`config.mk`:
```
export PLATFORM = sky130hd
export DESIGN_NAME = host_bus_target
export DESIGN_NICKNAME = d
export VERILOG_FILES = /design/src/rtl/host_bus_target.sv
export SDC_FILE = /design/constraint.sdc
export NUM_CORES = 1
export LEC_CHECK = 0
export BUFFER_PORTS_ARGS = -buffer_cell sky130_fd_sc_hd__buf_2
export CORE_ASPECT_RATIO = 1.4
export CORE_MARGIN = 4
export CORE_UTILIZATION = 33
export DETAILED_ROUTE_END_ITERATION = 16
export PLACE_DENSITY = 0.63
export RECOVER_POWER = 100
export SYNTH_ARGS = -nofsm -noshare
export SYNTH_HDL_FRONTEND = slang
export SYNTH_SLANG_ARGS = --single-unit
```
`constraint.sdc`:
```
create_clock -name clk -period 3 [get_ports clk]
set_input_delay 0.45 -clock clk [delete_from_list [all_inputs] [get_ports clk]]
set_output_delay 0.45 -clock clk [all_outputs]
set_load 0.05 [all_outputs]
```
`src/rtl/host_bus_target.sv`:
```
// Host-bus target: terminates the active-low wr_n/rd_n host bus into a local
// register bank, with wait states, a ready_n handshake, read-data output
// enable, per-register write pulses and access-error reporting.
module host_bus_target #(
    parameter int unsigned       ADDR_W      = 16,
    parameter int unsigned       DATA_W      = 16,
    parameter int unsigned       NUM_REGS    = 8,
    parameter logic [ADDR_W-1:0] BASE_ADDR   = '0,
    parameter int unsigned       WAIT_CYCLES = 2,
    parameter logic [DATA_W-1:0] RESET_VAL   = '0
) (
    input  logic                         clk,
    input  logic                         rst_n,
    input  logic                         wr_n,
    input  logic                         rd_n,
    input  logic [ADDR_W-1:0]            address,
    input  logic [DATA_W-1:0]            data_in,
    output logic [DATA_W-1:0]            data_out,
    output logic                         data_oe,
    output logic                         ready_n,
    output logic [NUM_REGS*DATA_W-1:0]   regs_flat,
    output logic [NUM_REGS-1:0]          wr_pulse,
    output logic                         err
);

    localparam int unsigned IDX_W = (NUM_REGS > 1) ? $clog2(NUM_REGS) : 1;

    typedef enum logic [1:0] {
        S_IDLE,
        S_WAIT,
        S_ACCESS,
        S_HOLD
    } state_t;

    state_t              state_q;
    logic                wr_q;
    logic                rd_q;
    logic                is_rd_q;
    logic [ADDR_W-1:0]   addr_q;
    logic [DATA_W-1:0]   wdata_q;
    logic [3:0]          cnt_q;
    logic [DATA_W-1:0]   regs_q [NUM_REGS];
    logic [DATA_W-1:0]   data_out_q;
    logic                data_oe_q;
    logic                ready_n_q;
    logic                err_q;
    logic [NUM_REGS-1:0] wr_pulse_q;

    logic [ADDR_W:0]     offset_d;
    logic                in_range_d;
    logic [IDX_W-1:0]    idx_d;
    logic                wr_start_d;
    logic                rd_start_d;
    logic                active_n_d;

    // Address decode and strobe-edge detection; the offset carries one extra
    // bit so addresses below BASE_ADDR land far out of range instead of wrapping.
    always_comb begin
        offset_d   = {1'b0, addr_q} - {1'b0, BASE_ADDR};
        in_range_d = offset_d < (ADDR_W+1)'(NUM_REGS);
        idx_d      = offset_d[IDX_W-1:0];
        wr_start_d = !wr_n && wr_q;
        rd_start_d = !rd_n && rd_q;
        active_n_d = is_rd_q ? rd_n : wr_n;
    end

    // Access FSM, register bank and all registered outputs.
    always_ff @(posedge clk or negedge rst_n) begin
        if (!rst_n) begin
            state_q    <= S_IDLE;
            wr_q       <= 1'b1;
            rd_q       <= 1'b1;
            is_rd_q    <= 1'b0;
            addr_q     <= '0;
            wdata_q    <= '0;
            cnt_q      <= '0;
            data_out_q <= '0;
            data_oe_q  <= 1'b0;
            ready_n_q  <= 1'b1;
            err_q      <= 1'b0;
            wr_pulse_q <= '0;
            for (int unsigned i = 0; i < NUM_REGS; i++) begin
                regs_q[i] <= RESET_VAL;
            end
        end else begin
            wr_q       <= wr_n;
            rd_q       <= rd_n;
            err_q      <= 1'b0;
            wr_pulse_q <= '0;
            case (state_q)
                S_IDLE: begin
                    if (wr_start_d || rd_start_d) begin
                        if (!wr_n && !rd_n) begin
                            err_q   <= 1'b1;
                            state_q <= S_HOLD;
                        end else begin
                            addr_q    <= address;
                            is_rd_q   <= !rd_n;
                            data_oe_q <= !rd_n;
                            cnt_q     <= '0;
                            if (!wr_n) begin
                                wdata_q <= data_in;
                            end
                            state_q <= (WAIT_CYCLES == 0) ? S_ACCESS : S_WAIT;
                        end
                    end
                end
                S_WAIT: begin
                    if (active_n_d) begin
                        err_q     <= 1'b1;
                        data_oe_q <= 1'b0;
                        state_q   <= S_IDLE;
                    end else if (cnt_q == 4'(WAIT_CYCLES - 1)) begin
                        state_q <= S_ACCESS;
                    end else begin
                        cnt_q <= cnt_q + 4'd1;
                    end
                end
                S_ACCESS: begin
                    ready_n_q <= 1'b0;
                    if (is_rd_q) begin
                        data_out_q <= in_range_d ? regs_q[idx_d] : '1;
                    end else if (in_range_d) begin
                        regs_q[idx_d]     <= wdata_q;
                        wr_pulse_q[idx_d] <= 1'b1;
                    end
                    if (!in_range_d) begin
                        err_q <= 1'b1;
                    end
                    state_q <= S_HOLD;
                end
                S_HOLD: begin
                    if (wr_n && rd_n) begin
                        ready_n_q <= 1'b1;
                        data_oe_q <= 1'b0;
                        state_q   <= S_IDLE;
                    end
                end
                default: state_q <= S_IDLE;
            endcase
        end
    end

    // Flatten the register bank for the configuration side.
    always_comb begin
        regs_flat = '0;
        for (int unsigned i = 0; i < NUM_REGS; i++) begin
            regs_flat[i*DATA_W +: DATA_W] = regs_q[i];
        end
    end

    assign data_out = data_out_q;
    assign data_oe  = data_oe_q;
    assign ready_n  = ready_n_q;
    assign wr_pulse = wr_pulse_q;
    assign err      = err_q;

endmodule

```
==> flow_summary.ini <==
[placed_design]
dp_hpwl_mm = 19.0
dpl_worst_slack_ns = 0.562
numPortBuffers = 190
place_congestion = 0.791

[global_routing]
grt_start_max_net_pins = 82
grt_pass1_wl_mm = 39.4
grt_pass1_vias = 6079
overflow = 0
antenna_found_initial = 0
grt_usage_pct = 18.5

[layout]
diodes = 0
final_util_pct = 40.0
syn_to_final_growth_pct = 18.7
drive_above_1_share_pct = 30.5
multi_input_area_sq_um = 3440
regArea_sq_um = 4910
fillers = 2537
num-nets-final = 850

[drt]
wl_met3_mm = 2.23
via_per_inst = 5.13
wl_mm = 26.3
ant_nets = 0
vias = 5871
dr.first_iter.drc_count = 337
dr_wl_met2_mm = 13.2
wire_per_inst_microns = 23.0
drt_pass1_iterations = 4
wl_met1_mm = 10.5
drc = 0
route.top_layer_used = met4

[clocking]
numClockSinks = 196
clkTransAtPathRegs_ns = 0.08
clock_latency_ns = 0.45
post_cts_buffers = 0
cts_tree = built
h-tree-depth = 4
cts_buffer_depth = 2
root_buffer = clkbuf_16
numCtsBuffers = 17
ctsResizeCount = 0
cts_hold_buf = 0

[setup_path]
cp_slowest_cell = nor4_1
worst_ep_required_time_ns = 3.32
critical_path_buf_inv_count = 1
critPathMaxStageDelay_ns = 0.53
cp.depth = 5
start_kind = register
timing.reg2reg.worst_path_depth = 5
path_cells = nor4_4 -> nand4_4 -> nor4_1 -> clkbuf_2 -> mux2_2
crit_family = simple AND/OR/NAND/NOR gates
worstPathMaxFanout = 11
cp.arrival_ns = 2.90
cp-end-kind = register
crit_type = register to register

[status]
violations = capacitance limit, slew limit
status = finished with violations

[logic_synthesis]
synth-seq-cells = 196
synth_area_per_cell_sq_um = 14.2
ys_seq_area_share_pct = 56.7
post-synth-top-area-fraction_pct = 55.8
synth-edff-count = 0
syn_inst = 611
syn_area_sq_um = 8650
synthDistinctLibCells = 49
syn_nets = 649
synth.area.top_cells = dfrtp_1, mux2_2, mux2_4, mux2i_1, mux4_2
synth-main-ff-cell = dfrtp_1
synth_top_cell_by_area = dfrtp_1
yosysWarnings = 0
async_flop_share_pct = 100

[floorplan]
rows = 69
die_width_microns = 145
initial_core_util_pct = 33.7
fp.dieArea_sq_um = 28900
core_area_sq_um = 25600
die_y_microns = 200
ios = 191

[sta]
fmaxAchievable_mhz = 387
worst_pin_slew_ns = 2.13
maxSlewViolCount = 80
final_hold_viol_count = 0
fin_crit_ns = 2.58
fin_ws_ns = 0.419
hold_ws_ns = 0.222
skew_ns = 0.0160
rsz0062_at_grt = no
slew_headroom_pct = -42.2
setup_viol = 0
tns_ns = 0
fin_crit_sh_pct = 86.0

[worst_hold_path]
hold_depth = 3
min_path_type = input pin to register

[power_and_ir_drop]
seq_power_share_pct = 45.7
swShare_pct = 38.1
power.switching_mw = 2.94
p_per_area_nw_per_um2 = 752
p_leak_nw = 4.72
pwr-share-comb_pct = 26.1
p_clk_share_pct = 28.2
ir_worst_vdd_uv = 446
internal_power_mw = 4.78

[run]
drv_cap = 1
-- metrics by stage --
stage | area, sq um | power, mW | std cells
2_1_floorplan | 8650 | 4.89 | 611
3_5_place_dp | 10100 | 5.67 | 1112
3_3_place_gp | 10100 | 5.62 | 1112
6_report | 10300 | 7.72 | 1144
5_1_grt | 10300 | 8.11 | 1144
4_1_cts | 10600 | 7.87 | 1144
-- area by class of cell --
| type | instances | share of cell area, % |
|---|---|---|
| inverters | 4 | 0.146 |
| flip-flops and latches | 196 | 47.8 |
| clock inverters | 13 | 1.12 |
| multi-input cells | 374 | 33.5 |
| clock buffers | 19 | 4.22 |
| well taps | 319 | 3.89 |
| repair buffers | 219 | 9.26 |
-- power groups by stage --
stage	combinational (mW)	clock (mW)	sequential, mW
detailed placement	2.08	0	3.59
global placement	2.05	0	3.57
global route	2.16	2.35	3.60
finish	2.01	2.17	3.53
CTS	2.09	2.24	3.54
floorplan	1.12	0	3.77
-- state kept, by name (all words and copies together) (netlist names) --
name and flops:
data_oe 1, addr_q 16, cnt_q 4, is_rd_q 1
wdata_q 16, wr_q 1, data_out 16, wr_pulse 8
ready_n 1, err 1, state_q 2, rd_q 1
regs_flat 128
-- synthesized netlist by cell type, drive strengths merged, types with 4 or more instances --
cell / n
dfrtp: 193
mux2: 164
nor2: 32
mux2i: 28
buf: 23
nand2: 20
a31oi: 15
clkbuf: 14
o21ai: 13
mux4: 11
nor2b: 9
o2bb2ai: 9
nor3: 7
nand3: 6
a21oi: 5
a22o: 5
and3: 5
nand3b: 5
inv: 4
-- worst register-to-register path, cell delays in order (launching register included) --
cell	delay [ns]
dfrtp_1	0.41
nor4_4	0.40
nand4_4	0.26
nor4_1	0.53
clkbuf_2	0.47
mux2_2	0.39
-- cells by family (layout without fill, tap and decap cells) --
| kind of cell | Yosys count | after routing | share of synthesized area (%) |
|---|---|---|---|
| adder cells (fa/ha/maj) | 2 | 2 | 0.289 |
| buffers and inverters | 41 | 255 | 2.53 |
| multiplexers | 203 | 203 | 28.3 |
| AND/OR/NAND/NOR | 104 | 104 | 6.88 |
| AO/OA/AOI/OAI | 63 | 63 | 5.06 |
| flip-flops | 196 | 196 | 56.7 |
| XOR/XNOR | 2 | 2 | 0.202 |
-- final timing paths --
path                             from        endpoint  slack (ns)
setup / recovery           addr_q[10]   regs_flat[63]        0.42
hold / removal             address[2]       addr_q[2]        0.22
setup reg to reg           addr_q[10]   regs_flat[63]        0.42
hold reg to reg               data_oe         data_oe        0.49
max in group asynchronous       rst_n  regs_flat[102]        0.81
min in group asynchronous       rst_n       addr_q[5]        0.63
-- routing by layer --
| layer | global-route usage (%) | vias up |
|---|---|---|
| met5 | 0 | - |
| met4 | 4.32 | 0 |
| met3 | 5.48 | 27 |
| met2 | 31.2 | 202 |
| met1 | 23.4 | 3016 |
| li1 | - | 2626 |
-- cell usage in the layout, fill, tap and decap left out, types with 11 or more instances in the layout --
master and n:
o21ai_0 13, buf_2 32, a31oi_1 15, dfrtp_1 192, mux2_2 143, mux2i_1 28, mux2_1 21, clkbuf_1 166
nand2_1 20, clkbuf_16 17, nor2_1 31, mux4_2 11, buf_4 12
No activity file was read; power rests on OpenSTA's default activity.
